<file path="config.mk">
export PLATFORM = sky130hd
export DESIGN_NAME = muxn_arb
export DESIGN_NICKNAME = d
export VERILOG_FILES = /design/src/rtl/muxn_arb.sv
export SDC_FILE = /design/constraint.sdc
export NUM_CORES = 1
export LEC_CHECK = 0
export ABC_CLOCK_PERIOD_IN_PS = 7900
export BUFFER_PORTS_ARGS = -buffer_cell sky130_fd_sc_hd__buf_2
export CORE_AREA = 2 2 233 235
export DETAILED_ROUTE_END_ITERATION = 10
export DIE_AREA = 0 0 235 237
export PLACE_DENSITY = 0.36
export SYNTH_ARGS = -nofsm -noshare
export SYNTH_HDL_FRONTEND = slang
export SYNTH_SLANG_ARGS = --single-unit
</file>
<file path="constraint.sdc">
create_clock -name clk -period 7.9 [get_ports clk]
set_clock_uncertainty 0.15 [all_clocks]
set_input_delay 1.185 -clock clk [delete_from_list [all_inputs] [get_ports clk]]
set_output_delay 1.185 -clock clk [all_outputs]
set_load 0.03 [all_outputs]
</file>
<file path="src/rtl/muxn_arb.sv">
// Registered N-way channel multiplexer with direct-select or round-robin grant and valid/ready on both sides.
// Optional 32-bit accepted-transfer counter (port gcount) is built only when MUXN_GRANTCNT_EN is defined.
module muxn_arb #(
    parameter int N  = 64,
    parameter int CH = 8,
    parameter int SW = $clog2(CH)
) (
    input  logic            clk,
    input  logic            reset,
    input  logic            mode,
    input  logic [SW-1:0]   s,
    input  logic [CH*N-1:0] d,
    input  logic [CH-1:0]   dvalid,
    output logic [CH-1:0]   dready,
    output logic [N-1:0]    y,
    output logic            yvalid,
    input  logic            yready,
    output logic [SW-1:0]   ysel
`ifdef MUXN_GRANTCNT_EN
    ,
    output logic [31:0]     gcount
`endif
);

    logic [N-1:0]  ch_data [CH];

    logic [N-1:0]  y_q, y_d;
    logic [SW-1:0] ysel_q, ysel_d;
    logic          yvalid_q, yvalid_d;
    logic [SW-1:0] ptr_q, ptr_d;

    logic          load;
    logic          dir_ok;
    logic          rr_ok;
    logic [SW-1:0] rr_g;
    logic          grant_ok;
    logic [SW-1:0] grant_g;
    logic [N-1:0]  grant_data;
    logic          xfer;

    generate
        for (genvar gi = 0; gi < CH; gi++) begin : g_unpack
            assign ch_data[gi] = d[gi*N +: N];
        end
    endgenerate

    assign load = ~yvalid_q | yready;

    // Out-of-range selects never match any channel, so they yield no grant.
    always_comb begin
        dir_ok = 1'b0;
        for (int k = 0; k < CH; k++) begin
            if (s == SW'(k)) begin
                dir_ok = dvalid[k];
            end
        end
    end

    // Rotating scan starting at ptr; first valid channel wins.
    always_comb begin
        int idx;
        idx   = 0;
        rr_ok = 1'b0;
        rr_g  = '0;
        for (int i = 0; i < CH; i++) begin
            idx = int'(ptr_q) + i;
            if (idx >= CH) begin
                idx = idx - CH;
            end
            if (!rr_ok && dvalid[idx]) begin
                rr_ok = 1'b1;
                rr_g  = SW'(idx);
            end
        end
    end

    always_comb begin
        if (mode) begin
            grant_ok = rr_ok;
            grant_g  = rr_g;
        end else begin
            grant_ok = dir_ok;
            grant_g  = s;
        end
    end

    always_comb begin
        dready = '0;
        if (!reset && load && grant_ok) begin
            for (int k = 0; k < CH; k++) begin
                dready[k] = (grant_g == SW'(k));
            end
        end
    end

    assign xfer = |(dvalid & dready);

    always_comb begin
        grant_data = '0;
        for (int k = 0; k < CH; k++) begin
            if (grant_g == SW'(k)) begin
                grant_data = ch_data[k];
            end
        end
    end

    // A transfer wins over a drain, so drain+load in one cycle leaves no bubble.
    always_comb begin
        y_d      = y_q;
        ysel_d   = ysel_q;
        yvalid_d = yvalid_q;
        ptr_d    = ptr_q;
        if (xfer) begin
            y_d      = grant_data;
            ysel_d   = grant_g;
            yvalid_d = 1'b1;
            if (mode) begin
                ptr_d = (grant_g == SW'(CH - 1)) ? '0 : grant_g + 1'b1;
            end
        end else if (yready) begin
            yvalid_d = 1'b0;
        end
    end

    always_ff @(posedge clk) begin
        if (reset) begin
            y_q      <= '0;
            ysel_q   <= '0;
            yvalid_q <= 1'b0;
            ptr_q    <= '0;
        end else begin
            y_q      <= y_d;
            ysel_q   <= ysel_d;
            yvalid_q <= yvalid_d;
            ptr_q    <= ptr_d;
        end
    end

    assign y      = y_q;
    assign ysel   = ysel_q;
    assign yvalid = yvalid_q;

`ifdef MUXN_GRANTCNT_EN
    logic [31:0] gcount_q, gcount_d;

    always_comb begin
        gcount_d = gcount_q;
        if (xfer) begin
            gcount_d = gcount_q + 32'd1;
        end
    end

    always_ff @(posedge clk) begin
        if (reset) begin
            gcount_q <= '0;
        end else begin
            gcount_q <= gcount_d;
        end
    end

    assign gcount = gcount_q;
`endif

endmodule

</file>
==> flow_summary.json <==
{
  "overflow": 0,
  "ioPinCount": 603,
  "yosys_warnings": 0,
  "synth_xor_area_frac": 0.00432,
  "clkSinkCount": 71,
  "reg2reg_to": "y[12]",
  "yosys.area_share.adder": 0.0123,
  "max_freq_mhz": 138,
  "grt_pass1_wl_mm": 76.0,
  "cts_buffers": 9,
  "synth_simple_gate_area_frac": 0.205,
  "multi_input_area_um2": 6180,
  "cp.required_ns": 6.57,
  "synth.area.top_cells": "dfxtp_1 (18%), a21oi_1 (12%), o211ai_1 (12%)",
  "ctsResizeCount": 0,
  "endpoint": "dready[4]",
  "worstHoldPathType": "register to register",
  "num_vias": 11000,
  "power.total_w": 0.00301,
  "grtUsageTotal": 0.184,
  "postCtsSetupRepairBufs": 0,
  "drive_gt1_frac": 0.451,
  "fin_ws_ns": 0.652,
  "pre_cts_ws_ns": 1.05,
  "dr.pass1.iters": 5,
  "start_util": 0.152,
  "dp_hpwl_mm": 41.0,
  "power_leakage_nw": 5.04,
  "synth.avg_cell_area_um2": 7.28,
  "final_core_util": 0.226,
  "synth.top_cell.area_share": 0.175,
  "cap_violations": 0,
  "vias_per_cell": 4.73,
  "maxSlewViolCount": 0,
  "setup-violations-final": 0,
  "yosysMostFrequentCell": "a21oi_1",
  "die_x_um": 235,
  "synth_top_family_by_area": "compound AO/OA/AOI/OAI gates",
  "cts_tree": "yes",
  "grt_setup_unrepaired": "no",
  "htreeDepth": 3,
  "synth_top_cell_by_area": "dfxtp_1",
  "dp.cells": 2306,
  "setup-tns-final_ns": 0,
  "path_max_fanout": 66,
  "regArea_um2": 1420,
  "ant_nets": 0,
  "r2r_start": "ptr_q[0]",
  "worst_pin_slew_ns": 1.12,
  "netlist_instances": 1114,
  "critPathKind": "register to output pin",
  "synth_commonest_cells": "a21oi_1 (202), nand2_1 (140), nor2_1 (134)",
  "grt_pass1_vias": 11100,
  "r2r_slack_ns": 1.08,
  "final_cells": 2330,
  "portBuffers": 602,
  "fillers": 6114,
  "drc": 0,
  "synth_compound_area_frac": 0.468,
  "slew_headroom": 0.249,
  "ys.flop_type": "dfxtp_1",
  "cts_max_path_buffers": 2,
  "cts_hold_buf": 0,
  "path_clk_slew_ns": 0.06,
  "core-area_um2": 53300,
  "reg2regPathDepth": 17,
  "routed_wirelength_mm": 53.5,
  "status": "finished, final reports clean",
  "syn-num-nets": 1649,
  "gp_congestion": 0.919,
  "synth.mux.area_fraction": 0.0600,
  "wl_per_cell_um": 23.0,
  "finalNetCount": 2156,
  "die-area_um2": 55700,
  "areaGrowthSynthToFinish_pct": 48.6,
  "critical_path.startpoint": "ptr_q[0]",
  "hold_viol_final": 0,
  "synth_cell_types": 60,
  "peakVddDrop_v": 0.000111,
  "drt_iter0_drc": 568,
  "rows": 85,
  "startpoint_type": "register",
  "cts_root_buffer": "clkbuf_16",
  "power_density_nw_per_um2": 250,
  "synth_edf_count": 0,
  "period_share": 0.917,
  "period_minus_slack_ns": 7.25,
  "die_h_um": 237,
  "synth-seq-cells": 71,
  "synthArstFlopShare": 0,
  "syn_area_um2": 8110,
  "arrival_ns": 5.91,
  "yosysSeqAreaShare": 0.175,
  "crit_path_end_kind": "output pin",
  "clk_latency_ns": 0.37,
  "grt_max_degree": 129,
  "antenna_found_initial": 19
}
[placed cells by master (no fill, tap or decap), types with 7 or more instances in the layout]
| cell | count |
|---|---|
| nor2_1 | 133 |
| a21oi_1 | 202 |
| mux2i_1 | 7 |
| clkbuf_16 | 9 |
| and2_1 | 66 |
| dfxtp_1 | 71 |
| nand2_1 | 140 |
| buf_2 | 601 |
| inv_1 | 8 |
| diode_2 | 8 |
| nand2b_1 | 7 |
| mux4_2 | 9 |
| a221oi_1 | 63 |
| buf_4 | 19 |
| a311oi_2 | 60 |
| o211ai_1 | 129 |
[cells by family after synthesis]
kind of cell,after synthesis
mux,28
buf+inv,136
flops,71
simple gates,372
xor+xnor,4
compound gates,495
fa+ha+maj,8
[power breakdown]
group | switching (W) | internal [W]
clock | 0.000197 | 0.000261
sequential | 0.0000541 | 0.000438
combinational | 0.00137 | 0.000693
[how the worst min path moves through the flow]
stage / startpoint / to / cells past startpoint
after floorplan: ysel[1] / ysel[1] / 2
after global routing: ysel[1] / ysel[1] / 2
after global placement: y[62] / y[62] / 2
final: y[62] / y[62] / 2
after detailed placement: y[62] / y[62] / 2
after CTS: y[62] / y[62] / 2
[registers in the layout, indices dropped and copies added, names as in the netlist]
signal / count
yvalid: 1
ptr_q: 3
y: 64
ysel: 3
[critical path, stage by stage (launching register included)]
cell	delay (ns)
dfxtp_1	0.66
inv_1	0.28
ha_1	0.65
mux4_1	0.73
mux2i_1	0.34
nor2b_1	0.11
a31oi_1	0.18
o221ai_1	0.15
o32ai_1	0.73
ha_4	0.25
buf_4	0.70
o211ai_1	0.32
nor2_1	0.19
buf_2	0.22
[per-stage QoR]
step	hold WS [ns]	cell area [µm²]
floorplan	0.456	8110
global placement	0.362	11700
detailed placement	0.371	11700
CTS	0.376	12000
global route	0.408	12000
finish	0.371	12000
[layout make-up]
| class | instances | share of cell area |
|---|---|---|
| multi-input cells | 907 | 0.513 |
| repair buffers | 623 | 0.266 |
| flip-flops and latches | 71 | 0.118 |
| well taps | 696 | 0.0723 |
| clock buffers | 11 | 0.0210 |
| clock inverters | 5 | 0.00467 |
| inverters | 9 | 0.00280 |
| diodes | 8 | 0.00166 |
[routing by layer]
metal,wire [µm],vias up,share of wire,track usage
li1,-,5280,-,-
met5,97,-,0.0018,0
met2,26800,412,0.50,0.321
met3,3380,50,0.063,0.0443
met1,22300,5264,0.42,0.224
met4,923,16,0.017,0.0510
Note: power is estimated with default switching activity, not from simulation.
